[src/rtl/trng_collector_pkg.sv]
// Shared types and defaults for the TRNG collector: FSM state encoding, default
// parameter values and state-to-core-control decode helpers.
package trng_collector_pkg;

  typedef enum logic [2:0] {
    S_IDLE    = 3'd0,
    S_WARMUP  = 3'd1,
    S_DISCARD = 3'd2,
    S_COLLECT = 3'd3,
    S_HOLD    = 3'd4,
    S_FAIL    = 3'd5
  } state_e;

  localparam int DEF_WIDTH       = 32;
  localparam int DEF_WARMUP_CYC  = 64;
  localparam int DEF_DISCARD_CYC = 4;
  localparam int DEF_REP_LIMIT   = 16;

  // Oscillators run in every state except IDLE and FAIL.
  function automatic logic osc_on(state_e s);
    return (s != S_IDLE) && (s != S_FAIL);
  endfunction

  function automatic logic sample_on(state_e s);
    return (s == S_DISCARD) || (s == S_COLLECT) || (s == S_HOLD);
  endfunction

endpackage

[src/rtl/trng_collector_if.sv]
// Random-word output port of the TRNG collector.
// A word transfers on a rising clk edge where rnd_valid & rnd_ready; while rnd_valid
// is high and no transfer has happened, rnd_data is held stable and rnd_valid stays high.
interface trng_collector_if
  import trng_collector_pkg::*;
#(
  parameter int WIDTH = DEF_WIDTH
) ();
  logic [WIDTH-1:0] rnd_data;
  logic             rnd_valid;
  logic             rnd_ready;

  modport master (output rnd_data, output rnd_valid, input rnd_ready);
  modport slave  (input rnd_data, input rnd_valid, output rnd_ready);
endinterface

[src/rtl/trng_collector_vn_debias.sv]
// Von Neumann extractor: pairs raw bits, emits the first bit of each 01/10 pair as a
// single-cycle pulse in the cycle the second bit is sampled.
module trng_collector_vn_debias (
  input  logic clk,
  input  logic rst_n,
  input  logic clr,
  input  logic en,
  input  logic bit_in,
  output logic out_valid,
  output logic out_bit
);

  logic first_q, first_d;
  logic phase_q, phase_d;

  always_comb begin
    first_d = first_q;
    phase_d = phase_q;
    if (clr) begin
      first_d = 1'b0;
      phase_d = 1'b0;
    end else if (en) begin
      if (!phase_q) begin
        first_d = bit_in;
        phase_d = 1'b1;
      end else begin
        phase_d = 1'b0;
      end
    end
  end

  always_ff @(posedge clk or negedge rst_n) begin
    if (!rst_n) begin
      first_q <= 1'b0;
      phase_q <= 1'b0;
    end else begin
      first_q <= first_d;
      phase_q <= phase_d;
    end
  end

  assign out_valid = en & ~clr & phase_q & (first_q ^ bit_in);
  assign out_bit   = first_q;

endmodule

[src/rtl/trng_collector.sv]
// Controller for the serial TRNG core: warm-up, pipeline flush, debiasing, word packing
// and a repetition-count health test on the raw bitstream.
module trng_collector
  import trng_collector_pkg::*;
#(
  parameter int WIDTH       = DEF_WIDTH,
  parameter int WARMUP_CYC  = DEF_WARMUP_CYC,
  parameter int DISCARD_CYC = DEF_DISCARD_CYC,
  parameter int REP_LIMIT   = DEF_REP_LIMIT
) (
  input  logic               clk,
  input  logic               rst_n,
  input  logic               req_i,
  input  logic               trng_bit_i,
  output logic               ro_en_o,
  output logic               start_o,
  output logic               health_fail_o,
  output logic               busy_o,
  output state_e             state_o,
  trng_collector_if.master   rnd
);

  localparam int WW = $clog2(WARMUP_CYC + 1);
  localparam int DW = $clog2(DISCARD_CYC + 1);
  localparam int BW = $clog2(WIDTH + 1);
  localparam int RW = $clog2(REP_LIMIT + 1);

  localparam logic [WW-1:0] WARM_LAST = WW'(WARMUP_CYC - 1);
  localparam logic [DW-1:0] DISC_LAST = DW'(DISCARD_CYC - 1);
  localparam logic [BW-1:0] BITS_LAST = BW'(WIDTH - 1);
  localparam logic [RW-1:0] REP_MAX   = RW'(REP_LIMIT);

  state_e           state_q, state_d;
  logic [WW-1:0]    warm_q, warm_d;
  logic [DW-1:0]    disc_q, disc_d;
  logic [BW-1:0]    bits_q, bits_d;
  logic [RW-1:0]    rep_q, rep_d, rep_nxt;
  logic             prev_q, prev_d;
  logic [WIDTH-2:0] sh_q, sh_d;
  logic [WIDTH-1:0] data_q, data_d, full;
  logic             valid_q, valid_d;
  logic             hf_q, hf_d;
  logic             ro_en_q, start_q, busy_q;
  logic             collecting, vn_valid, vn_bit;

  assign collecting = (state_q == S_COLLECT);

  trng_collector_vn_debias u_vn (
    .clk       (clk),
    .rst_n     (rst_n),
    .clr       (!collecting),
    .en        (collecting),
    .bit_in    (trng_bit_i),
    .out_valid (vn_valid),
    .out_bit   (vn_bit)
  );

  always_comb begin
    state_d = state_q;
    warm_d  = warm_q;
    disc_d  = disc_q;
    bits_d  = bits_q;
    rep_d   = rep_q;
    prev_d  = prev_q;
    sh_d    = sh_q;
    data_d  = data_q;
    valid_d = valid_q;
    hf_d    = hf_q;
    full    = {vn_bit, sh_q};

    // A zero count marks the first sample after entering COLLECT.
    if (rep_q == '0 || trng_bit_i != prev_q) rep_nxt = RW'(1);
    else if (rep_q != REP_MAX)               rep_nxt = rep_q + 1'b1;
    else                                     rep_nxt = rep_q;

    case (state_q)
      S_IDLE: begin
        if (req_i) begin
          state_d = S_WARMUP;
          warm_d  = '0;
        end
      end
      S_WARMUP: begin
        if (!req_i) state_d = S_IDLE;
        else if (warm_q == WARM_LAST) begin
          state_d = S_DISCARD;
          disc_d  = '0;
        end else warm_d = warm_q + 1'b1;
      end
      S_DISCARD: begin
        if (!req_i) state_d = S_IDLE;
        else if (disc_q == DISC_LAST) begin
          state_d = S_COLLECT;
          bits_d  = '0;
          rep_d   = '0;
        end else disc_d = disc_q + 1'b1;
      end
      S_COLLECT: begin
        if (!req_i) state_d = S_IDLE;
        else begin
          rep_d  = rep_nxt;
          prev_d = trng_bit_i;
          // Health failure wins over a word completing on the same sample.
          if (rep_nxt == REP_MAX) begin
            state_d = S_FAIL;
            hf_d    = 1'b1;
          end else if (vn_valid) begin
            sh_d = full[WIDTH-1:1];
            if (bits_q == BITS_LAST) begin
              data_d  = full;
              valid_d = 1'b1;
              bits_d  = '0;
              state_d = S_HOLD;
            end else bits_d = bits_q + 1'b1;
          end
        end
      end
      S_HOLD: begin
        if (rnd.rnd_ready) begin
          valid_d = 1'b0;
          bits_d  = '0;
          rep_d   = '0;
          state_d = req_i ? S_COLLECT : S_IDLE;
        end
      end
      S_FAIL: begin
        if (!req_i) begin
          state_d = S_IDLE;
          hf_d    = 1'b0;
        end
      end
      default: state_d = S_IDLE;
    endcase
  end

  always_ff @(posedge clk or negedge rst_n) begin
    if (!rst_n) begin
      state_q <= S_IDLE;
      warm_q  <= '0;
      disc_q  <= '0;
      bits_q  <= '0;
      rep_q   <= '0;
      prev_q  <= 1'b0;
      sh_q    <= '0;
      data_q  <= '0;
      valid_q <= 1'b0;
      hf_q    <= 1'b0;
      ro_en_q <= 1'b0;
      start_q <= 1'b0;
      busy_q  <= 1'b0;
    end else begin
      state_q <= state_d;
      warm_q  <= warm_d;
      disc_q  <= disc_d;
      bits_q  <= bits_d;
      rep_q   <= rep_d;
      prev_q  <= prev_d;
      sh_q    <= sh_d;
      data_q  <= data_d;
      valid_q <= valid_d;
      hf_q    <= hf_d;
      ro_en_q <= osc_on(state_d);
      start_q <= sample_on(state_d);
      busy_q  <= (state_d != S_IDLE);
    end
  end

  assign rnd.rnd_data  = data_q;
  assign rnd.rnd_valid = valid_q;
  assign ro_en_o       = ro_en_q;
  assign start_o       = start_q;
  assign health_fail_o = hf_q;
  assign busy_o        = busy_q;
  assign state_o       = state_q;

endmodule

[src/flat_wrapper.sv]
// flat-port wrapper written by rule: the top's interface ports become plain ports
module trng_collector_flat import trng_collector_pkg::*;
#(
  parameter int WIDTH       = DEF_WIDTH,
  parameter int WARMUP_CYC  = DEF_WARMUP_CYC,
  parameter int DISCARD_CYC = DEF_DISCARD_CYC,
  parameter int REP_LIMIT   = DEF_REP_LIMIT
)
  (clk, rst_n, req_i, trng_bit_i, ro_en_o, start_o, health_fail_o, busy_o, state_o, rnd_rnd_data, rnd_rnd_valid, rnd_rnd_ready);
  trng_collector_if #(.WIDTH(WIDTH)) rnd_i ();
  input  logic clk;
  input  logic rst_n;
  input  logic req_i;
  input  logic trng_bit_i;
  output logic ro_en_o;
  output logic start_o;
  output logic health_fail_o;
  output logic busy_o;
  output state_e state_o;
  output wire logic [$bits(rnd_i.rnd_data)-1:0] rnd_rnd_data;
  output wire logic [$bits(rnd_i.rnd_valid)-1:0] rnd_rnd_valid;
  input wire logic [$bits(rnd_i.rnd_ready)-1:0] rnd_rnd_ready;
  assign rnd_rnd_data = rnd_i.rnd_data;
  assign rnd_rnd_valid = rnd_i.rnd_valid;
  assign rnd_i.rnd_ready = rnd_rnd_ready;
  trng_collector #(.WIDTH(WIDTH), .WARMUP_CYC(WARMUP_CYC), .DISCARD_CYC(DISCARD_CYC), .REP_LIMIT(REP_LIMIT)) u_core (.clk(clk), .rst_n(rst_n), .req_i(req_i), .trng_bit_i(trng_bit_i), .ro_en_o(ro_en_o), .start_o(start_o), .health_fail_o(health_fail_o), .busy_o(busy_o), .state_o(state_o), .rnd(rnd_i));
endmodule
[config.mk]
export PLATFORM = sky130hd
export DESIGN_NAME = trng_collector_flat
export DESIGN_NICKNAME = d
export VERILOG_FILES = /design/src/rtl/trng_collector_pkg.sv /design/src/rtl/trng_collector_if.sv /design/src/rtl/trng_collector_vn_debias.sv /design/src/rtl/trng_collector.sv /design/src/flat_wrapper.sv
export SDC_FILE = /design/constraint.sdc
export NUM_CORES = 1
export LEC_CHECK = 0
export CORE_MARGIN = 3
export CORE_UTILIZATION = 44
export DETAILED_ROUTE_END_ITERATION = 6
export PLACE_DENSITY_LB_ADDON = 0.08
export SLEW_MARGIN = 10
export SYNTH_ARGS = -nofsm -noshare
export SYNTH_HDL_FRONTEND = slang
export SYNTH_SLANG_ARGS = --single-unit
export TNS_END_PERCENT = 5
[constraint.sdc]
create_clock -name clk -period 5.25 [get_ports clk]
set_input_delay 0.7875 -clock clk [delete_from_list [all_inputs] [get_ports clk]]
set_output_delay 0.7875 -clock clk [all_outputs]
set_load 0.005 [all_outputs]
### After elaboration in Yosys (flattened, before gate mapping)

Index checks and enable logic that the tools add are counted.

| storage, ports and cells | value |
|---|---|
| logic and storage cells | 125 |
| flip-flop bits (word level) | 95 |

| cells by class | value |
|---|---|
| mux-type cells | 51 |
| reduce and logical (&&, ||, !) cells | 21 |
| equal/unequal tests | 30 |
| bitwise operators | 4 |
| add/sub/neg operators | 4 |

Operators by type and width:

| cell | number |
|---|---|
| 3-bit 2-to-1 mux | 15 |
| 6-bit 2-to-1 mux | 7 |
| 5-bit 2-to-1 mux | 6 |
| 2-bit inequality test (second input constant) | 13 |
| 7-bit 2-to-1 mux | 3 |
| 3-bit one-hot mux with 6 select lines | 1 |
| 6-bit one-hot mux with 3 select lines | 1 |
| 3-bit by 2-bit equality test with 1-bit output (second input constant) | 5 |
| 5-bit one-hot mux with 3 select lines | 1 |
| 5-bit AND reduction | 3 |
| 7-bit one-hot mux with 2 select lines | 1 |
| 1-bit 2-to-1 mux | 12 |
| 4-bit AND reduction | 3 |
| 3-bit equality test (second input constant) | 3 |
| 2-bit nonzero test | 4 |
| 7-bit by 1-bit adder with 7-bit output (second input constant) | 1 |
| 7-bit by 6-bit equality test with 1-bit output (second input constant) | 1 |
| 7-bit AND reduction | 1 |
| 6-bit by 1-bit adder with 6-bit output (second input constant) | 1 |
| 6-bit by 5-bit equality test with 1-bit output (second input constant) | 1 |
| 3-bit one-hot mux with 2 select lines | 1 |
| 6-bit AND reduction | 1 |
| 3-bit nonzero test | 2 |
| 5-bit by 1-bit adder with 5-bit output (second input constant) | 1 |
| 17 further kinds | 22 |

### Longest topological paths before layout

| logic depth | value |
|---|---|
| depth after elaboration | 10 |
| depth in mapped cells | 10 |
| mapped depth without buffers | 8 |

### By module

A second synthesis with hierarchy kept.

| second synthesis, totals | value |
|---|---|
| cells, all modules | 342 |
| area total of the unflattened synthesis | 4235.3 µm² |

By module, submodules not included:

| module | area each (µm²) | cells an instance | times used |
|---|---|---|---|
| trng_collector | 4126.5 | 331 | 1 |
| trng_collector_vn_debias | 108.9 | 11 | 1 |

### Worst setup path before layout

OpenSTA, ideal clock, no wires.

| path | value |
|---|---|
| path type | reg-to-reg |
| from | register u_core.rep_q[1] |
| to | register u_core.data_q[0] (netlist: u_core.rnd.rnd_data[0]) |
| cell stages (with the launch flop) | 10 |
| buffers on the path | 2 |
| arrival time | 2.260 ns |
| required time | 5.125 ns |
| slack | 2.865 ns |
| setup time | 0.125 ns |
| cell sequence | dfrtp_1 inv_1 ha_1 or4b_1 o211ai_2 o2111a_1 a211o_1 buf_6 buf_6 mux2_2 |

| on the way | value |
|---|---|
| cells in the longest elaborated chain, start to end | 6 |
| elaborated cells between the ends (all ways) | 9 |
| classes of those cells | add/sub (1); eq/ne (2); mux (2); bitwise (1); reduce/logical (3) |

Ends and longest elaborated chain:

| item | line | text |
|---|---|---|
| start: declaration | trng_collector.sv:37 | `logic [RW-1:0] rep_q, rep_d, rep_nxt;` |
| start signal: assignment | trng_collector.sv:156 | `rep_q <= rep_d;` |
| 5-bit by 1-bit adder with 5-bit output (tied with other cells) | trng_collector.sv:73 | `else if (rep_q != REP_MAX) rep_nxt = rep_q + 1'b1;` |
| 5-bit 2-to-1 mux / 1-bit logical OR (equally long branches) | trng_collector.sv:73, trng_collector.sv:72 |  |
| 5-bit 2-to-1 mux * | trng_collector.sv:72 | `if (rep_q == '0 \|\| trng_bit_i != prev_q) rep_nxt = RW'(1);` |
| 5-bit equality test * | trng_collector.sv:104 | `if (rep_nxt == REP_MAX) begin` |
| 1-bit NOT (no line) * | - |  |
| 5-bit AND reduction (no line) * | - |  |
| end signal: assignment | trng_collector.sv:159 | `data_q <= data_d;` |
| end: declaration | trng_collector.sv:40 | `logic [WIDTH-1:0] data_q, data_d, full;` |

Every way passes the cells marked *; elsewhere a longest branch is shown, timed or not.
A chain may end at the register's enable or synchronous reset.

### Worst setup path after layout

| path | value |
|---|---|
| from | input req_i |
| to | register u_core.sh_q[27] |

| on the way | value |
|---|---|
| cells in the longest elaborated chain, start to end | 1 |

Ends and longest elaborated chain:

| item | line | text |
|---|---|---|
| start: declaration | flat_wrapper.sv:13 | `input logic req_i;` |
| 4-bit AND reduction (no line) | - |  |
| end signal: assignment | trng_collector.sv:144 | `sh_q <= '0;` |
| end signal: assignment | trng_collector.sv:158 | `sh_q <= sh_d;` |
| end: declaration | trng_collector.sv:39 | `logic [WIDTH-2:0] sh_q, sh_d;` |

No other way between the ends.

==> impl_metrics.ini <==
[global_route]
grt_pass1_wl_um = 14050
grt_max_degree = 60
grt_pass1_vias = 2902
grt_util_all_layers_pct = 15.46
antenna_found_initial = 0
grt_overflow = 0

[drt]
dr.pass1.iters = 4
num_vias = 2788
remaining_drc_errors = 0
wirelength_um = 7774
post_drt_wl_per_cell_um = 14.95
drt.antenna.violating_nets = 0
drt-initial-drc-count = 119
viasPerCell = 5.362

[synthesis]
netlist_instances = 345
synthDistinctLibCells = 61
synth_edf_count = 0
synth_ff_type = dfrtp_1
avgSynthCellArea_um2 = 12.57
async_reset_ff_share_pct = 100.0
syn_nets = 356
ys_warn_count = 0
synth_seq_cells = 95
synthesis.area_um2 = 4335
seq_area_frac_synth_pct = 54.83

[floorplanning]
coreArea_um2 = 9415
rows = 35
start_util_pct = 46.05
die_area_um2 = 11080
die_y_um = 105.3
die_w_um = 105.3
io_pins = 45

[setup_path]
cp_cell_sequence = clkdlybuf4s50_1 -> nor2b_1 -> a31oi_1 -> nor2_1 -> o21ai_4 -> mux2_2
r2r_setup_slack_ns = 2.16
reg2regPathDepth = 7
critPathMaxFanout = 33
reg2reg_from = u_core.disc_q[0]$_DFFE_PN0P_
reg2reg_to = u_core.sh_q[27]$_DFFE_PN0P_
worst_path_dominant_cell_family = compound AO/OA/AOI/OAI gates
crit_type = in2reg
path_buf_inv = 1
cpMaxStageDelayCell = a31oi_1
cp-end-kind = register
slowest_delay_ns = 0.94
critPathLaunchType = input pin
cp_data_required_time_ns = 5.50
arrival_ns = 3.61

[power_and_ir_drop]
ir_worst_vdd_mv = 0.1810
clockPowerShare_pct = 37.3
p_leak_uw = 0.002343
p_sw_uw = 319.9
power.density_nw_per_um2 = 254.0
combPwrFrac_pct = 3.8
p_int_uw = 956.3
p_sw_share_pct = 25.07
seqPwrFrac_pct = 58.9

[final_layout]
drive_gt1_share_pct = 21.23
nFillCells = 831
syn2layout_area_growth_pct = 15.87
fin_nets = 397
diodes = 0

[place]
place.gp.congestion = 0.7939
io_buffers = 44
dp_hpwl_um = 5258
pre_cts_slack_ns = 1.538

[cts]
path_clk_slew_ns = 0.10
cts_buffers = 9
clk_latency_ns = 0.36
clkSinkCount = 95
cts_tree = yes
cts_hold_buf = 0
clock_path_buffers = 2
cts_root_buf = clkbuf_8
cts.htree.levels = 3
cts_setup_buffers = 0
ctsResizeCount = 0

[sta]
clock.fmax_mhz = 297.5
fin_tns_setup_ns = 0
layout_setup_ws_ns = 1.889
setup_viol = 0
period_needed_ns = 3.361
fin_worst_skew_ns = 0.01279
hold_slack_ns = 0.3640
drv_slew = 0
max_slew_margin_pct = 22.35
period_share_pct = 64.02
rsz0062_at_grt = no
tightest_slew_ns = 1.159
hold_viol_final = 0

[flow_run]
cap_violations = 0

[hold_path]
hold_path_class = in2async

[run_status]
status = complete, no violations
-- final cells by class --
| type | instances | area, um^2 | area share, % |
|---|---|---|---|
| sequential | 95 | 2377 | 47.32 |
| multi-input combinational | 223 | 1794 | 35.72 |
| timing repair buffer | 46 | 452.9 | 9.016 |
| tap | 129 | 161.4 | 3.213 |
| clock buffer | 10 | 137.6 | 2.740 |
| clock inverter | 6 | 58.81 | 1.171 |
| inverter | 11 | 41.29 | 0.8219 |
-- layout by cell type, fill, tap and decap left out, drive strengths merged, types with 3 or more instances in the layout --
cell type and count:
buf 3, mux2i 4, o21ai 19, o31ai 4, nand3 10, clkdlybuf4s50 43, nand4 3, o211ai 4
nand2 17, mux2 67, ha 6, nor2 17, nor2b 6, dfrtp 95, a21oi 9, nand2b 5
nor3 4, or2 3, inv 15, a22oi 3, clkbuf 10, a41oi 3, a31oi 5
-- through the flow --
stage	utilization [%]	area [um^2]	std cells	power, uW
finish	53.36	5024	520	1276
global route	53.36	5024	520	1336
CTS	53.36	5024	520	1299
detailed placement	51.27	4827	504	816.7
global placement	51.27	4827	504	814.7
floorplan	-	4335	345	786.6
-- how the worst max path moves through the flow --
stage,start,end,slack [ns],depth (start not counted)
6_report,req_i,u_core.sh_q[27]$_DFFE_PN0P_,1.89,6
5_1_grt,req_i,u_core.bits_q[0]$_DFFE_PN0P_,1.63,7
4_1_cts,req_i,u_core.bits_q[0]$_DFFE_PN0P_,1.93,7
3_5_place_dp,req_i,u_core.bits_q[0]$_DFFE_PN0P_,1.54,7
3_3_place_gp,req_i,u_core.sh_q[16]$_DFFE_PN0P_,1.60,6
2_1_floorplan,u_core.rep_q[1]$_DFFE_PN0P_,u_core.rnd.rnd_data[0]$_DFFE_PN0P_,2.87,9
-- logic make-up (layout without fill, tap and decap cells) --
| logic type | count (synthesis) | in the layout | share of synthesized area, % |
|---|---|---|---|
| xor+xnor | 3 | 3 | 0.6062 |
| buf+inv | 27 | 73 | 3.780 |
| simple gates | 79 | 79 | 9.639 |
| fa+ha+maj | 6 | 6 | 1.732 |
| compound gates | 64 | 64 | 11.08 |
| flops | 95 | 95 | 54.83 |
| mux | 71 | 71 | 18.33 |
-- cell usage after synthesis (6+ instances only) --
cell type	count	area [um^2]
nand2_1	17	63.81
dfrtp_1	95	2377
a21oi_1	9	45.04
ha_1	6	75.07
nand3_1	10	50.05
o21ai_0	17	85.08
mux2_1	13	146.4
inv_1	10	37.54
mux2_2	54	608.1
buf_6	6	67.56
nor2b_1	6	37.54
clkbuf_1	6	22.52
nor2_1	17	63.81
-- state kept, by name (all words and copies together) (netlist names) --
signal and count:
u_core.rnd.rnd_valid 1, u_core.rnd.rnd_data 32, u_core.u_vn.phase_q 1, u_core.rep_q 5
u_core.bits_q 6, u_core.ro_en_o 1, u_core.u_vn.out_bit 1, u_core.start_o 1
u_core.warm_q 7, u_core.state_o 3, u_core.prev_q 1, u_core.busy_o 1
u_core.disc_q 3, u_core.sh_q 31, u_core.health_fail_o 1
-- metal layers --
| layer | up-vias | part of all wire (%) | track usage, % |
|---|---|---|---|
| met1 | 1410 | 47 | 20.43 |
| li1 | 1331 | - | - |
| met2 | 41 | 49 | 25.41 |
| met3 | 6 | 3.9 | 4.164 |
| met5 | - | 0 | 0 |
| met4 | 0 | 0.78 | 3.655 |
-- power by group through the flow --
stage               Sequential [uW]  Clock (uW)  Combinational [uW]
finish                          751         476                48.9
global route                    754         524                57.9
CTS                             751         497                50.9
detailed placement              766           0                50.7
global placement                765           0                49.2
floorplan                       761           0                25.3
No activity file was read; power rests on OpenSTA's default activity.
==> variant 1 (same flow settings) <==
The package constant `DEF_WIDTH` goes from 32 to 128.
--- a/src/rtl/trng_collector_pkg.sv
+++ b/src/rtl/trng_collector_pkg.sv
@@ -11,7 +11,7 @@
     S_FAIL    = 3'd5
   } state_e;
 
-  localparam int DEF_WIDTH       = 32;
+  localparam int DEF_WIDTH       = 128;
   localparam int DEF_WARMUP_CYC  = 64;
   localparam int DEF_DISCARD_CYC = 4;
   localparam int DEF_REP_LIMIT   = 16;
Ports: changed (resized rnd_rnd_data); port bits go from 45 to 141. No check against the original RTL was run, so the function may have changed too.
==> variant 1 against the original RTL <==
Worst setup slack gained 130 ps. Final area grew to 2.9 times the old value. Power grew to 3.5 times the old value. Clock skew shrank 2.6 ps. Largest cell class unchanged. Critical path depth grew 2. Wire length grew to 3.0 times the old value. Area after synthesis grew to 2.7 times the old value. Sequential cell count grew 194.
==> variant 1: results (changes against the original RTL) <==
Mapped Nets 1,029 (+190%); fillers 2,222 (+170%); clk_skew 10.1 ps (-2.65 ps); WL met3 821 um (+170%); status finished, final reports clean; post-synthesis adder-cell area fraction 0.00630 (-0.0110); CP delay by family, top simple AND/OR/NAND/NOR gates; CTS max path bufs 3 (+1); combinational power share 0.018 (-0.020); Final Non-Filler Cells 1,505 (+190%); H-tree Lvls 1 (-2); Site Rows 59 (+69%); first-pass GRT wire length 38,900 um (+180%); Clock Power Share 0.477 (+0.104); CP max FO 66 (+100%); Avg Inst Size Synth 11.7 sq um (-6.9%); DP HPWL 13,900 um (+160%); synth top area cells dfrtp_1 (61%), mux2_4 (15%), nand2_1 (13%); placer's final routability congestion estimate 0.766 (-3.5%); latest clock arrival within the worst-skew pair 550 ps (+190 ps); mux share of post-synthesis cell area 0.161 (-0.0226); Worst path max stage delay 810 ps (-130 ps); met1 Use GR 0.241 (+0.0368); Slew HR 0.392 (+0.168); GRT Util Overall 0.161 (+0.00633); P_sw 929 uW (+190%); Crit-path slowest cell and3_4; synth cell count leaders nand2_1 (399), dfrtp_1 (289), mux2_4 (120); metal1 wirelength 11,500 um (+220%); share of layout cells above drive strength 1 0.158 (-0.0542); Lkg Pwr 0.00736 uW (+210%)
## variant 1: changes by cell type after synthesis, sizes merged, moves of 4 or more
| cell | unedited run | this run |
|---|---|---|
| dfrtp | 95 | 289 |
| nor2 | 17 | 21 |
| nand2 | 17 | 399 |
| and3 | 1 | 8 |
| mux2 | 67 | 129 |
| clkbuf | 7 | 19 |
| buf | 9 | 33 |
## variant 1: worst reg2reg max path, cell delays in order (launching register included)
cell and delay, ps:
dfrtp_1 470, inv_1 110, ha_1 160, or3b_1 480
xnor2_2 180, o2111ai_2 250, and3_4 810, buf_12 370
nand2_1 80, o21ai_0 140
## variant 1: area by class of cell
class	count	area (sq um)	area share
Tap cell	335	419	0.0288
Inverter	8	30.0	0.00206
Sequential cell	289	7230	0.497
Clock buffer	47	926	0.0636
Multi-Input combinational cell	669	4350	0.299
Clock inverter	10	87.6	0.00602
Timing Repair Buffer	147	1510	0.104
## variant 1: logic make-up after synthesis
group | Yosys count
adder cells (fa/ha/maj) | 6
flip-flops | 289
buffers and inverters | 60
multiplexers | 130
AND/OR/NAND/NOR | 466
AO/OA/AOI/OAI | 60
XOR/XNOR | 7
## variant 1: final timing paths
kind | from | slack (ps) | endpoint | cells past startpoint
max reg2reg | u_core.rep_q[0] | 2130 | u_core.bits_q[5] | 9
max | trng_bit_i | 2020 | u_core.bits_q[5] | 8
min reg2reg | u_core.u_vn.phase_q | 480 | u_core.u_vn.phase_q | 1
min in group clk | u_core.u_vn.phase_q | 480 | u_core.u_vn.phase_q | 1
max in group asynchronous | rst_n | 3780 | u_core.busy_o | 2
min | rst_n | 220 | u_core.rnd.rnd_data[53] | 1
==> variant 2 (same flow settings) <==
Without the edit above. Reset style: synchronous (`rst_n`), changed in 2 clocked blocks.
--- a/src/rtl/trng_collector_vn_debias.sv
+++ b/src/rtl/trng_collector_vn_debias.sv
@@ -29,7 +29,7 @@
     end
   end
 
-  always_ff @(posedge clk or negedge rst_n) begin
+  always_ff @(posedge clk) begin
     if (!rst_n) begin
       first_q <= 1'b0;
       phase_q <= 1'b0;
--- a/src/rtl/trng_collector.sv
+++ b/src/rtl/trng_collector.sv
@@ -133,7 +133,7 @@
     endcase
   end
 
-  always_ff @(posedge clk or negedge rst_n) begin
+  always_ff @(posedge clk) begin
     if (!rst_n) begin
       state_q <= S_IDLE;
       warm_q  <= '0;
Behaviour: differs if rst_n is asserted again (counterexample within 4 cycles, from zero or initial values and one cycle with rst_n low); with rst_n held inactive, the same outputs for 10 cycles.
==> variant 2 against the original RTL <==
Fmax grew 12%. Worst setup slack gained 370 ps. Wire length shrank 3.9%. Area after synthesis shrank 8.6%. Final area shrank 7.8%. Sequential power shrank 3.7%. Power shrank 4.1%. Cell count grew 9.6%. Sequential cell count is the same.
==> variant 2: results (changes against the original RTL) <==
status finished, final reports clean; Main synth FF type dfxtp_1; WL met3 384 um (+27%); metal1 wirelength 3640 um (+0.44%); Async SR Flop Fraction 0 (-1.00); via/cell ratio 5.18 (-3.4%); Placed Cells 554 (+9.9%); Crit path arrival time 3220 ps (-390 ps); Lkg Pwr 0.00158 uW (-32%); largest net degree at the start of global routing 44 (-27%); Worst path max stage delay 550 ps (-390 ps); reg-to-reg endpoint u_core.rnd.rnd_data[21]; Sw Share 0.221 (-0.0298); CP delay by family, top buffers and inverters; synth cell count leaders dfxtp_1 (95), nor2_1 (89), mux2i_1 (67); met2 WL post-DR 3350 um (-12%); Slew HR 0.357 (+0.134); reg2reg setup slack 2460 ps (+300 ps); Final min period 2990 ps (-367 ps); crit path launch trng_bit_i; fillers 768 (-7.6%); Syn Inst Count 422 (+22%); register area share after synthesis 0.480 (-0.0684); Max rail drop VDD 0.181 mV (about the same); Initial DRC Count 51 (-57%); Wirelength per Cell 13.1 um (-12%); placer's final routability congestion estimate 0.818 (+3.1%); synth top area cells dfxtp_1 (48%), mux2i_1 (17%), nor2_1 (8.4%); Crit-path slowest cell clkdlybuf4s50_1; GRT Util Overall 0.157 (+0.00201); Mapped Nets 433 (+22%)
variant 2: cell types whose count changed after synthesis, sizes merged, moves of 6 or more:
cell | before | now
a21oi | 9 | 15
dfrtp | 95 | 0
dfxtp | 0 | 95
mux2 | 67 | 1
mux2i | 4 | 67
nand2 | 17 | 24
nor2 | 17 | 89
variant 2: worst min-delay path, cell delays in order (launching register included):
cell and delay [ps]:
dfxtp_1 320, nand2_1 50, a21oi_1 50
variant 2: metal layers:
| layer | vias to the layer above | global-route usage |
|---|---|---|
| met3 | 8 | 0.0512 |
| met5 | - | 0 |
| met1 | 1359 | 0.194 |
| met2 | 56 | 0.256 |
| li1 | 1528 | - |
| met4 | 0 | 0.0552 |
variant 2: power by group through the flow:
| stage | clock network, uW | registers (uW) | logic [uW] |
|---|---|---|---|
| 6_report | 476 | 723 | 26.0 |
| 5_1_grt | 525 | 723 | 28.4 |
| 4_1_cts | 497 | 723 | 26.2 |
| 3_5_place_dp | 0 | 740 | 26.2 |
| 3_3_place_gp | 0 | 740 | 26.1 |
| 2_1_floorplan | 0 | 739 | 17.1 |
variant 2: logic make-up (layout without fill, tap and decap cells):
kind of cell | after synthesis | count (layout) | synth area share
AND/OR/NAND/NOR | 168 | 168 | 0.195
flip-flops | 95 | 95 | 0.480
AO/OA/AOI/OAI | 48 | 48 | 0.0736
multiplexers | 68 | 68 | 0.172
buffers and inverters | 28 | 71 | 0.0401
XOR/XNOR | 9 | 9 | 0.0199
adder cells (fa/ha/maj) | 6 | 6 | 0.0189
variant 2: final cells by class:
class                   count  area, sq um  area share
inverters                   8         30.0     0.00648
clock inverters             6         68.8      0.0149
multi-input cells         299         1910       0.412
flip-flops and latches     95         1900       0.411
well taps                 105          131      0.0284
clock buffers              10          128      0.0276
repair buffers             47          463       0.100
